<file path="src/rtl/tone_arbiter.sv">
// Round-robin arbiter that grants one of three requesters exclusive use of a
// shared tone generator, timing a tone followed by a silent gap in milliseconds.
module tone_arbiter #(
  parameter int unsigned GAP_MS = 10
) (
  input  logic        clk,
  input  logic        rst,
  input  logic [5:0]  ticks_per_milli,
  input  logic [2:0]  req,
  input  logic [29:0] req_freq,
  input  logic [29:0] req_dur,
  input  logic        abort,
  output logic [2:0]  ack,
  output logic [2:0]  done,
  output logic [9:0]  freq,
  output logic        busy,
  output logic [1:0]  grant_id
);

  localparam int unsigned N_REQ = 3;
  localparam int unsigned CW    = 10;
  localparam int unsigned PW    = 6;
  localparam int unsigned GW    = 2;

  localparam logic [CW-1:0] GAP_LEN = CW'(GAP_MS);

  localparam logic [1:0] S_IDLE = 2'd0;
  localparam logic [1:0] S_TONE = 2'd1;
  localparam logic [1:0] S_GAP  = 2'd2;

  logic [1:0]       state_q, state_d;
  logic [N_REQ-1:0] ack_q, ack_d;
  logic [N_REQ-1:0] done_q, done_d;
  logic [CW-1:0]    freq_q, freq_d;
  logic             busy_q, busy_d;
  logic [GW-1:0]    grant_q, grant_d;
  logic [GW-1:0]    last_grant_q, last_grant_d;
  logic [PW-1:0]    presc_q, presc_d;
  logic [CW-1:0]    ms_q, ms_d;
  logic [CW-1:0]    dur_q, dur_d;

  logic [PW-1:0]    tpm_eff;
  logic             ms_tick;
  logic [CW-1:0]    ms_inc;
  logic [CW-1:0]    rf [N_REQ];
  logic [CW-1:0]    rd [N_REQ];
  logic [GW-1:0]    start;
  logic [GW-1:0]    win;
  logic [2:0]       cand;
  logic             found;

  // A programmed rate of zero behaves as one cycle per millisecond.
  assign tpm_eff = (ticks_per_milli == '0) ? PW'(1) : ticks_per_milli;
  assign ms_tick = (presc_q >= (tpm_eff - PW'(1)));
  assign ms_inc  = ms_q + CW'(1);

  // Round-robin search starting just after the last owner.
  always_comb begin : arbitrate
    for (int i = 0; i < N_REQ; i++) begin
      rf[i] = req_freq[CW*i +: CW];
      rd[i] = req_dur[CW*i +: CW];
    end
    start = (last_grant_q == 2'd2) ? 2'd0 : (last_grant_q + 2'd1);
    win   = start;
    found = 1'b0;
    cand  = 3'd0;
    for (int k = 0; k < N_REQ; k++) begin
      cand = {1'b0, start} + 3'(k);
      if (cand >= 3'd3) cand = cand - 3'd3;
      if (!found && req[cand[1:0]]) begin
        found = 1'b1;
        win   = cand[1:0];
      end
    end
  end

  always_comb begin : next_state
    state_d      = state_q;
    ack_d        = '0;
    done_d       = '0;
    freq_d       = freq_q;
    busy_d       = busy_q;
    grant_d      = grant_q;
    last_grant_d = last_grant_q;
    presc_d      = presc_q;
    ms_d         = ms_q;
    dur_d        = dur_q;

    if ((state_q != S_IDLE) && abort) begin
      state_d      = S_IDLE;
      freq_d       = '0;
      busy_d       = 1'b0;
      last_grant_d = grant_q;
      presc_d      = '0;
      ms_d         = '0;
    end else begin
      case (state_q)
        S_IDLE: begin
          freq_d = '0;
          busy_d = 1'b0;
          if (!abort && found) begin
            ack_d[win] = 1'b1;
            grant_d    = win;
            busy_d     = 1'b1;
            presc_d    = '0;
            ms_d       = '0;
            dur_d      = rd[win];
            // Zero-length tones skip straight to the gap and stay silent.
            if (rd[win] == '0) begin
              state_d = S_GAP;
            end else begin
              state_d = S_TONE;
              freq_d  = rf[win];
            end
          end
        end
        S_TONE: begin
          if (ms_tick) begin
            presc_d = '0;
            if (ms_inc == dur_q) begin
              state_d = S_GAP;
              freq_d  = '0;
              ms_d    = '0;
            end else begin
              ms_d = ms_inc;
            end
          end else begin
            presc_d = presc_q + PW'(1);
          end
        end
        S_GAP: begin
          if ((GAP_LEN == '0) || (ms_tick && (ms_inc == GAP_LEN))) begin
            state_d         = S_IDLE;
            done_d[grant_q] = 1'b1;
            last_grant_d    = grant_q;
            busy_d          = 1'b0;
            presc_d         = '0;
            ms_d            = '0;
          end else if (ms_tick) begin
            presc_d = '0;
            ms_d    = ms_inc;
          end else begin
            presc_d = presc_q + PW'(1);
          end
        end
        default: begin
          state_d = S_IDLE;
          freq_d  = '0;
          busy_d  = 1'b0;
        end
      endcase
    end
  end

  always_ff @(posedge clk) begin : regs
    if (rst) begin
      state_q      <= S_IDLE;
      ack_q        <= '0;
      done_q       <= '0;
      freq_q       <= '0;
      busy_q       <= 1'b0;
      grant_q      <= '0;
      last_grant_q <= 2'd2;
      presc_q      <= '0;
      ms_q         <= '0;
      dur_q        <= '0;
    end else begin
      state_q      <= state_d;
      ack_q        <= ack_d;
      done_q       <= done_d;
      freq_q       <= freq_d;
      busy_q       <= busy_d;
      grant_q      <= grant_d;
      last_grant_q <= last_grant_d;
      presc_q      <= presc_d;
      ms_q         <= ms_d;
      dur_q        <= dur_d;
    end
  end

  assign ack      = ack_q;
  assign done     = done_q;
  assign freq     = freq_q;
  assign busy     = busy_q;
  assign grant_id = grant_q;

endmodule

</file>
<file path="config.mk">
export PLATFORM = sky130hd
export DESIGN_NAME = tone_arbiter
export DESIGN_NICKNAME = d
export VERILOG_FILES = /design/src/rtl/tone_arbiter.sv
export SDC_FILE = /design/constraint.sdc
export NUM_CORES = 1
export LEC_CHECK = 0
export CAP_MARGIN = 20
export CORE_MARGIN = 4
export CORE_UTILIZATION = 40
export CTS_CLUSTER_SIZE = 24
export DETAILED_ROUTE_END_ITERATION = 10
export DONT_BUFFER_PORTS = 1
export PLACE_DENSITY_LB_ADDON = 0.15
export SYNTH_ARGS = -nofsm -noshare
export SYNTH_HDL_FRONTEND = slang
export SYNTH_SLANG_ARGS = --single-unit
</file>
<file path="constraint.sdc">
create_clock -name clk -period 8.8 [get_ports clk]
set_input_delay 0.88 -clock clk [delete_from_list [all_inputs] [get_ports clk]]
set_output_delay 0.88 -clock clk [all_outputs]
set_load 0.05 [all_outputs]
</file>
# Yosys cells after proc, flatten, opt, wreduce, memory -nomap -nowiden
# Index checks and enable logic that the tools add are counted.
# word_totals
register_bits	49
word_cells	129
out_inout_bits	19
# classes
eq_ne	10
magnitude_cmp	12
mux	54
n_bitwise	7
n_reduce_logical	27
n_addsub	9
# ops
operator	n
10-bit two-way mux	13
10-bit one-hot mux with 3 select lines	2
10-bit binary-select mux with 2-bit select	2
2-bit two-way mux	15
6-bit two-way mux	4
6-bit one-hot mux with 3 select lines	1
2-bit by 3-bit < comparator with 1-bit output (second input constant)	5
10-bit by 1-bit adder with 10-bit output (second input constant)	1
10-bit equality test	1
10-bit by 4-bit equality test with 1-bit output (second input constant)	1
10-bit zero test	1
1-bit two-way mux	10
2-bit != test (second input constant)	4
4-bit AND reduction	2
4-bit OR reduction	2
1-bit logical AND	7
6-bit by 1-bit adder with 6-bit output (second input constant)	1
1-bit binary-select mux with 2-bit select	3
3-bit by 2-bit >= comparator with 1-bit output (second input constant)	2
6-bit >= comparator	1
6-bit zero test	1
1-bit NOT	6
2-bit one-hot mux with 3 select lines	1
2-bit AND reduction	3
other kinds (20)	30

# Longest topological paths before layout
# Gate-level depths: netlist of the first run.
# logic_depth
ltp_word	21
ltp_mapped	15

# Worst setup path before layout of the first run
# Ideal clock, no wire load.
# synth_timing
path_kind	input port to flip-flop
start	in ticks_per_milli[4]
end	reg ms_q[6]
n_path_buf	1
required_time_ps	8680
arrival_time_ps	3630
path_slack_ps	5050
cell_stages	14
setup_ps	120
cell_sequence	or4_1 > nor2_1 > nor2_1 > ha_1 > xnor2_1 > ha_1 > o21a_1 > o21ai_0 > o31a_1 > o21ai_0 > a21bo_2 > buf_6 > nor2_1 > a211o_1
# synth_via
elab_chain_cells	7
elab_cells_between_ends	10
# synth_lines
item	line	rtl
from (decl)	8	input logic [5:0] ticks_per_milli,
6-bit zero test	53	assign tpm_eff = (ticks_per_milli == '0) ? PW'(1) : ticks_per_milli;
6-bit two-way mux *	53	
6-bit by 1-bit subtractor with 6-bit output *	54	assign ms_tick = (presc_q >= (tpm_eff - PW'(1)));
6-bit >= comparator *	54	
1-bit logical AND	132	if ((GAP_LEN == '0) || (ms_tick && (ms_inc == GAP_LEN))) begin
3-bit != test (no line) / 10-bit two-way mux (equally long branches)	--	
4-bit AND reduction (no line) / 10-bit one-hot mux with 3 select lines (equally long branches)	--	
to (signal assigned)	176	ms_q <= ms_d;
to (decl)	39	logic [CW-1:0] ms_q, ms_d;
# Every way passes the cells marked *; elsewhere a longest branch is shown, timed or not.
# A chain may end at the register's enable or synchronous reset.

# Final worst setup path of the first run
# layout_timing
start	in ticks_per_milli[4]
end	reg ms_q[3]
# The elaborated chain is that of the path after synthesis.

==> metrics.txt, run 1 <==
status=finished clean; Final setup viols=0; Post-DP HPWL=5300 um; met1 wire length=3300 um; Resize count post-CTS=0; register area share after synthesis=around 33%; CTS Buf Count=5; worst hold path type=flip-flop to flip-flop; Highest Clock Rate=~0.26 GHz; YS warnings=0; vias per cell=~5.5; Reg clk slew, reported paths=90 ps; Die Span Y=94.8 um; Max Root-Sink Buffers=2; Final Hold Slack=508 ps; ys flop type=dfxtp_1; Pleak=1.27 nW; core box area=7290 um2; kind of critical path=primary input to flip-flop; number of global-route vias before repair=2420; Worst Path Required=about 9000 ps; maximum VDD drop=0.0000925 V; crit path from=ticks_per_milli[4]; DIE WIDTH=roughly 95 um; total track usage=15.9%; Wirelength per Cell=between 15 and 20 um; FF-to-FF setup slack=5700 ps; CTS tree=built; I/O Pins=91; ANT cells=0; Total Routed Length=6860 um; CP Capture Type=flip-flop; syn nets=450; ANT nets after route=0; Worst path slowest cell=o21ai_0; area leader, netlist=dfxtp_1; Setup Buffers After CTS=0; largest net degree at the start of global routing=26; hold_buf cts=0; clock sink total=49; fraction of layout cells with a size suffix above 1=6.44%; skew final=roughly 4.7 ps; Worst R2R End=ms_q[3]; first-pass GRT wire length=11500 um; number of flops mapped to enable cells by yosys=0; Worst-Margin Slew=861 ps; GP Congestion=around 0.85; row cnt=31; synth unique cells=60; TNS Setup=0 ps; type of origin of the critical path=primary input; Max Slew Vio Count=0; worst-path cell chain=or4_1, nor2_1, nor2_1, ha_1, xnor2_1, ha_1, o21a_1, o21ai_0, o31a_1, o21ai_0, a21bo_2, nor2_1, a211o_1; R2R depth=9; max-cap violation count=0; max_slew headroom=42.6%; Post-synth top cells=dfxtp_1, nand2_1, nor2_1, inv_1, a22o_1; Syn Area/Cell=8.29 um2; final net count=442; fill cell count=763; insertion delay to the later sink of the worst-skew pair=around 310 ps; Worst path max stage delay=550 ps; post-layout util=43.9%; initial core utilization=41.4%; Hold Fails Final Rpt=0; PD cells=236 nW/um2; crit path max fanout=13; met2 wire len=3030 um; total gr overflow=0; RR Startpoint=ms_q[0]; most frequent cell on the critical path=nor2_1; IO buf count=0; initial antenna violation count=0; DR iter-0 viols=156; drt drc=0; RSZ-0062 raised after global routing=no; via count=2527; count leader, synth=dfxtp_1; Netlist Area Pre-Place=3020 um2; clk root buf=clkbuf_8; Worst Setup EP=ms_q[3]; Synth top area share=32.5%; Yosys reg bits=49; Tcrit/Tclk final=43.1%; first drt pass iteration count=4; Cell Count, Final, Fillers Out=approximately 460; minimum clock period after layout=3790 ps; DR WL met3=around 420 um; Max H-tree Level=2; Area Overhead vs Synth=6.18%; Worst EP arrival=roughly 4000 ps; synth top area cells=dfxtp_1, ha_1, nand2_1, a22o_1, nor2_1; uppermost layer routed=met4; placed insts=447; Post-synth ARST share=0%; synthesized instance count=364; Die Footprint=roughly 9000 um2
[logic make-up after synthesis]
logic type | count (synthesis) | share of synthesized area (%)
xor+xnor | 18 | 5.23
buf+inv | 35 | 5.39
flops | 49 | 32.5
mux | 8 | 2.65
fa+ha+maj | 14 | 5.81
simple gates | 135 | 22.4
compound gates | 105 | 26.0
[how the worst min path moves through the flow]
stage	from	to	slack, ps	cells past startpoint
floorplan	presc_q[5]	presc_q[5]	450	1
global placement	presc_q[5]	presc_q[5]	500	1
detailed placement	presc_q[5]	presc_q[5]	500	1
CTS	presc_q[5]	presc_q[5]	510	1
global route	presc_q[5]	presc_q[5]	520	1
finish	presc_q[5]	presc_q[5]	510	1
[critical path, delay by kind of cell]
kind,cells,cell delay (ps)
compound gates,6,1700
xor+xnor,1,140
simple gates,4,780
fa+ha+maj,2,480
[per-layer routing]
metal  track usage (%)  up-vias
met5                 0        -
met4              5.05        0
met3              3.98       11
met2              25.1       81
met1              21.3     1128
li1                  -     1307
[state kept, by name (all words and copies together) (netlist names)]
register / cells
ack: 3
presc_q: 6
state_q: 2
ms_q: 10
done: 3
dur_q: 10
busy: 1
freq: 10
grant_id: 2
last_grant_q: 2
[cell usage in the layout, fill, tap and decap left out, types with 7 or more instances in the layout]
| master | count |
|---|---|
| a211oi_1 | 7 |
| a22oi_1 | 15 |
| nor3_1 | 11 |
| a21oi_1 | 13 |
| a22o_1 | 17 |
| inv_1 | 18 |
| xor2_1 | 7 |
| nor2b_1 | 7 |
| nor3b_1 | 8 |
| ha_1 | 14 |
| nand2_1 | 40 |
| dfxtp_1 | 49 |
| mux2i_1 | 8 |
| o21ai_0 | 15 |
| nor2_1 | 37 |
| xnor2_1 | 11 |
[power by group]
part | internal, mW | switching [mW]
sequential | 0.253 | 0.0706
combinational | 0.0959 | 0.143
clock | 0.114 | 0.0804
total | 0.463 | 0.294
[per-stage QoR]
| step | instance area (um2) | setup WS, ps | total power, mW |
|---|---|---|---|
| 2_1_floorplan | 3020 | 5050 | 0.521 |
| 3_3_place_gp | 3060 | 4760 | 0.566 |
| 3_5_place_dp | 3060 | 4680 | 0.568 |
| 4_1_cts | 3200 | 4980 | 0.766 |
| 5_1_grt | 3200 | 4700 | 0.810 |
| 6_report | 3200 | 5010 | 0.757 |
[area by class of cell]
type | instances | area (um2) | area share [%]
well taps | 99 | 124 | 3.87
multi-input cells | 280 | 1880 | 58.6
repair buffers | 2 | 15.0 | 0.469
clock inverters | 3 | 68.8 | 2.15
clock buffers | 5 | 68.8 | 2.15
inverters | 18 | 67.6 | 2.11
flip-flops and latches | 49 | 981 | 30.6
No activity file was read; power rests on OpenSTA's default activity.
==> inputs of run 2 (changes only) <==
==> constraint.sdc (replaced) <==
create_clock -name clk -period 3.5 [get_ports clk]
set_input_delay 0.35 -clock clk [delete_from_list [all_inputs] [get_ports clk]]
set_output_delay 0.35 -clock clk [all_outputs]
set_load 0.05 [all_outputs]
==> run 2 against run 1 <==
Flip-flop and latch count stayed put. Combinational power rose to 2.7 times the previous value. Critical path depth fell by 1. Register-to-register slack got worse by 5300 ps. Total power is 150% higher. Clock-buffer cell count stayed put. First-iteration DRC count decreased by 31%. Non-clock buffer count increased by 4. Setup slack got worse by 4700 ps.
==> metrics.txt, run 2 (synthesized netlist as in run 1, its figures left out) <==
kind of critical path=primary input to flip-flop (unchanged); TNS Setup=0 ps (unchanged); number of global-route vias before repair=2493 (was 2420); CTS tree=built (unchanged); drt drc=0 (unchanged); DIE WIDTH=94.8 um (unchanged); Worst Path Required=3760 ps (was 9010 ps); core box area=7290 um2 (unchanged); register area=981 um2 (unchanged); fill cell count=761 (was 763); crit path max fanout=10 (was 13); commonest non-fill, non-tap cell in the layout=dfxtp_1 (unchanged); clk root buf=clkbuf_8 (unchanged); dpl cell area=3100 um2 (was 3060 um2); most frequent cells in the layout=dfxtp_1, nand2_1, nor2_1 (unchanged); post-route cell area=3210 um2 (was 3200 um2); maximum VDD drop=0.000316 V (was 0.0000925 V); type of origin of the critical path=primary input (unchanged); Post-DP HPWL=5380 um (was 5300 um); Total Routed Length=7110 um (was 6860 um); largest net degree at the start of global routing=26 (unchanged); register share of total power=43.7% (was 42.7%); Place WS=28.5 ps (was 4680 ps); area of the multi-input gates=1880 um2 (unchanged); DR iter-0 viols=107 (was 156); Reg clk slew, reported paths=100 ps (was 90 ps); PD cells=580 nW/um2 (was 236 nW/um2); Clock Power Share=22.1% (was 25.7%); minimum clock period after layout=3150 ps; Final setup viols=0 (unchanged); I/O Pins=91 (unchanged); skew final=13.0 ps (was 4.71 ps); initial antenna violation count=0 (unchanged); max_slew headroom=57.8% (was 42.6%); Area Overhead vs Synth=6.35% (was 6.18%); Max Root-Sink Buffers=2 (unchanged); Sw Ratio=40.3% (was 38.8%); ANT cells=0 (unchanged); final net count=446 (was 442); Hold Fails Final Rpt=0 (unchanged); Max Slew Vio Count=0 (unchanged); internal power=1.11 mW (was 0.463 mW); CP Capture Type=flip-flop (unchanged); ANT nets after route=0 (unchanged); first-pass GRT wire length=11800 um (was 11500 um); worst setup margin=349 ps (was 5010 ps); RSZ-0062 raised after global routing=no (unchanged); Setup Buffers After CTS=0 (unchanged); Highest Clock Rate=0.317 GHz; Tcrit/Tclk final=about nine tenths; worst hold path type=primary input to flip-flop (was flip-flop to flip-flop); fraction of layout cells with a size suffix above 1=7.48% (was 6.44%); vias per cell=5.58 (was 5.54); total track usage=16.5% (was 15.9%); max-cap violation count=0 (unchanged); Wirelength per Cell=15.4 um (was 15.0 um); clock sink total=49 (unchanged); Worst EP arrival=3410 ps (was 4000 ps); Pleak=1.28 nW (was 1.27 nW); GP Congestion=0.869 (was 0.849); hold_buf cts=0 (unchanged); Worst-Margin Slew=633 ps (was 861 ps); first drt pass iteration count=4 (unchanged); Net Sw Power=0.750 mW (was 0.294 mW); total gr overflow=0 (unchanged); Max H-tree Level=2 (unchanged); initial core utilization=41.4% (unchanged); status=finished clean (unchanged); via count=2566 (was 2527); IO buf count=0 (unchanged); insertion delay to the later sink of the worst-skew pair=310 ps (about the same); row cnt=31 (unchanged); Die Span Y=94.8 um (unchanged); CTS Buf Count=5 (unchanged); Die Footprint=8990 um2 (unchanged); Gate power share=34.1% (was 31.6%); Resize count post-CTS=0 (unchanged)
run 2: cell types whose count changed in the layout (fill, tap and decap cells not counted):
cell,before,now
bufinv_16,2,1
buf_4,2,6
clkinv_2,0,1
run 2: worst paths after layout:
kind / start / to / slack, ps / cells past startpoint
worst max-delay path: ticks_per_milli[4] / freq[8] / 350 / 12
worst min-delay path: rst / dur_q[2] / 100 / 1
worst max register to register: ms_q[0] / freq[8] / 360 / 8
worst min register to register: ms_q[9] / ms_q[9] / 510 / 2
run 2: per-layer routing:
metal	track usage [%]	part of all wire (%)	vias up
li1	-	-	1313
met1	21.6	46	1148
met2	26.5	45	93
met3	4.06	7.0	12
met4	5.29	2.2	0
met5	0	0	-
run 2: power by group through the flow:
stage / combinational (mW) / clock (mW) / sequential [mW]
final: 0.636 / 0.412 / 0.814
after floorplan: 0.503 / 0 / 0.806
after detailed placement: 0.634 / 0 / 0.827
after global placement: 0.628 / 0 / 0.827
after global routing: 0.715 / 0.454 / 0.825
after CTS: 0.640 / 0.430 / 0.815
run 2: through the flow:
stage	util, %	std cells	hold slack (ps)	total power, mW
3_3_place_gp	42.5	452	424	1.45
5_1_grt	44.0	460	73.9	1.99
2_1_floorplan	-	364	423	1.31
3_5_place_dp	42.5	452	426	1.46
6_report	44.0	460	99.7	1.86
4_1_cts	44.0	460	91.1	1.88
run 2: final cells by class:
class	instances	share of cell area [%]
timing repair buffer	6	1.40
inverter	18	2.11
clock inverter	3	1.37
tap	99	3.86
sequential	49	30.6
multi-input combinational	280	58.5
clock buffer	5	2.15
run 2: critical path, cell delays in order:
cell and delay, ps:
or4_1 530, nor2_1 110, nor2_1 70, ha_1 200
xnor2_1 130, ha_1 270, o21a_1 100, o21ai_0 60
o31a_1 320, o41ai_2 520, and4b_1 530, a22o_1 200
==> inputs of run 3 (changes only) <==
--- a/config.mk
+++ b/config.mk
@@ -5,13 +5,14 @@
 export SDC_FILE = /design/constraint.sdc
 export NUM_CORES = 1
 export LEC_CHECK = 0
+export ABC_AREA = 1
 export CAP_MARGIN = 20
 export CORE_MARGIN = 4
 export CORE_UTILIZATION = 40
 export CTS_CLUSTER_SIZE = 24
 export DETAILED_ROUTE_END_ITERATION = 10
 export DONT_BUFFER_PORTS = 1
-export PLACE_DENSITY_LB_ADDON = 0.15
+export PLACE_DENSITY = 0.57
 export SYNTH_ARGS = -nofsm -noshare
 export SYNTH_HDL_FRONTEND = slang
 export SYNTH_SLANG_ARGS = --single-unit
==> run 3 against run 2 <==
Setup slack better by 350 ps. Die area is 16% higher. Largest power group is now combinational cells. Flip-flop and latch count stayed put. Via count is 23% higher. Highest routed layer unchanged.
==> metrics.txt, run 3 <==
status=finished clean (unchanged); area leader, netlist=dfxtp_1 (unchanged); crit path from=ticks_per_milli[4] (unchanged); placed insts=637 (was 452); Yosys reg bits=49 (unchanged); final net count=622 (was 446); count leader, synth=nand2_1 (was dfxtp_1); I/O Pins=91 (unchanged); Setup Buffers After CTS=0 (unchanged); synthesized instance count=539 (was 364); type of origin of the critical path=primary input (unchanged); largest net degree at the start of global routing=26 (unchanged); max_slew headroom=51.2% (was 57.8%); Cell Count, Final, Fillers Out=644 (was 460); DIE WIDTH=102 um (was 94.8 um); kind of critical path=primary input to flip-flop (unchanged); crit path max fanout=20 (was 10); Wirelength per Cell=12.9 um (was 15.4 um); Area Overhead vs Synth=4.93% (was 6.35%); RSZ-0062 raised after global routing=no (unchanged); most frequent cells in the layout=nand2_1, inv_1, dfxtp_1 (was dfxtp_1, nand2_1, nor2_1); Tcrit/Tclk final=80.0% (was 90.0%); number of flops mapped to enable cells by yosys=0 (unchanged); Netlist Area Pre-Place=3530 um2 (was 3020 um2); synth top area cells=dfxtp_1, nand2_1, inv_1, nand3_1, ha_1 (was dfxtp_1, ha_1, nand2_1, a22o_1, nor2_1); clk root buf=clkbuf_8 (unchanged); drt drc=0 (unchanged); Max H-tree Level=2 (unchanged); via count=3168 (was 2566); Pwr Total=2.32 mW (was 1.86 mW); GP Congestion=0.872 (was 0.869); CTS tree=built (unchanged); total gr overflow=0 (unchanged); Hold Fails Final Rpt=0 (unchanged); Die Span Y=102 um (was 94.8 um); row cnt=34 (was 31); first-pass GRT wire length=13800 um (was 11800 um); IO buf count=0 (unchanged); vias per cell=4.92 (was 5.58); synth unique cells=37 (was 60); skew final=9.35 ps (was 13.0 ps); DR iter-0 viols=112 (was 107); Max Root-Sink Buffers=2 (unchanged); CP Capture Type=flip-flop (unchanged); number of global-route vias before repair=2885 (was 2493); Final setup viols=0 (unchanged); Reg clk slew, reported paths=90 ps (was 100 ps); most frequent cell on the critical path=inv_1; Max Slew Vio Count=0 (unchanged); Worst Path Required=3670 ps (was 3760 ps); Resize count post-CTS=0 (unchanged); hold_sp=rst (unchanged); insertion delay to the later sink of the worst-skew pair=300 ps (was 310 ps); hold_buf cts=0 (unchanged); ys flop type=dfxtp_1 (unchanged); maximum VDD drop=0.000290 V (was 0.000316 V); clock sink total=49 (unchanged); Worst-Margin Slew=731 ps (was 633 ps); fraction of layout cells with a size suffix above 1=13.1% (was 7.48%); syn nets=625 (was 450); Post-synth ARST share=0% (unchanged); ANT cells=0 (unchanged); commonest non-fill, non-tap cell in the layout=nand2_1 (was dfxtp_1); CP top delay family=simple AND/OR/NAND/NOR gates (unchanged); post-layout util=42.9% (was 44.0%); Total Routed Length=8290 um (was 7110 um); worst-path cell chain=nor4_1, nand2_1, nand2_1, inv_1, ha_1, ha_1, inv_1, nor2_1, or2_2, a31oi_1, nand2_1, nor2_1, inv_1, nand3_1, inv_1, o21bai_1, a21oi_2 (was or4_1, nor2_1, nor2_1, ha_1, xnor2_1, ha_1, o21a_1, o21ai_0, o31a_1, o41ai_2, and4b_1, a22o_1); initial core utilization=40.9% (was 41.4%); total track usage=16.1% (was 16.5%); Highest Clock Rate=0.357 GHz (was 0.317 GHz); dpl cell area=3620 um2 (was 3100 um2); Post-synth top cells=nand2_1, inv_1, dfxtp_1, nand3_1, nor2_1 (was dfxtp_1, nand2_1, nor2_1, inv_1, a22o_1); initial antenna violation count=0 (unchanged); Pleak=1.75 nW (was 1.28 nW); TNS Setup=0 ps (unchanged); Worst Path Buf+Inv=4 (was 0); Die Footprint=10400 um2 (was 8990 um2); PD cells=625 nW/um2 (was 580 nW/um2); minimum clock period after layout=2800 ps (was 3150 ps); core box area=8640 um2 (was 7290 um2); CTS Buf Count=5 (unchanged); ANT nets after route=0 (unchanged); Worst EP arrival=2970 ps (was 3410 ps); max-cap violation count=0 (unchanged); Worst path slowest cell=inv_1 (was or4_1); Synth top area share=27.8% (was 32.5%); register area share after synthesis=27.8% (was 32.5%); Worst path max stage delay=300 ps (was 530 ps); worst hold path type=primary input to flip-flop (unchanged); post-route cell area=3700 um2 (was 3210 um2); Syn Area/Cell=6.55 um2 (was 8.29 um2); YS warnings=0 (unchanged); Post-DP HPWL=6700 um (was 5380 um); RR Startpoint=ms_q[0] (unchanged); first drt pass iteration count=4 (unchanged)
[run 3: cell types whose count changed after synthesis, sizes merged, moves of 10 or more]
cell    before  now
a21oi       13   36
a22o        17    0
a22oi       15    0
inv         18   82
nand2       40  173
nand3        5   47
nor2        37   48
o211ai       0   10
[run 3: where the power goes]
| group | total, mW | switching, mW | internal, mW |
|---|---|---|---|
| sequential | 0.897 | 0.237 | 0.661 |
| combinational | 1.09 | 0.734 | 0.352 |
| clock | 0.333 | 0.194 | 0.139 |
[run 3: worst paths after layout]
kind,to,slack [ps],cells past startpoint
max,freq[8],700,17
min,dur_q[2],200,3
max reg2reg,freq[8],820,15
min reg2reg,ms_q[6],490,2
[run 3: stage by stage]
step / setup WS, ps / hold WS (ps)
floorplan: 766 / 458
global placement: 513 / 470
detailed placement: 349 / 473
CTS: 664 / 201
global route: 391 / 197
finish: 701 / 204
[run 3: worst reg2reg max path, delay by kind of cell, from the launching register on]
family          cells  cell delay [ps]
compound gates      2              280
fa+ha+maj           1              220
flops               1              440
simple gates       10             1020
buf+inv             2              630
[run 3: metal layers]
layer	part of all wire [%]	GRT usage, %
met5	0	0
met3	5.3	2.80
met1	50	23.7
met2	44	25.1
met4	0.95	2.42
[run 3: layout make-up]
cell class                      instances  area [um2]
Clock inverter                          1        8.76
Fill cell                             911        4930
Inverter                               82         313
Tap cell                              108         135
Multi-Input combinational cell        395        2170
Clock buffer                            6        72.6
Sequential cell                        49         981
Timing Repair Buffer                    3        22.5
[run 3: logic make-up after synthesis]
kind of cell	count (synthesis)	synth area share, %
AOI/OAI and AO/OA	79	14.1
xor gates and xnor gates	9	2.23
adders and majority gates	14	4.96
buffers and inverters	95	10.7
DFF	49	27.8
and+or+nand+nor	293	40.2
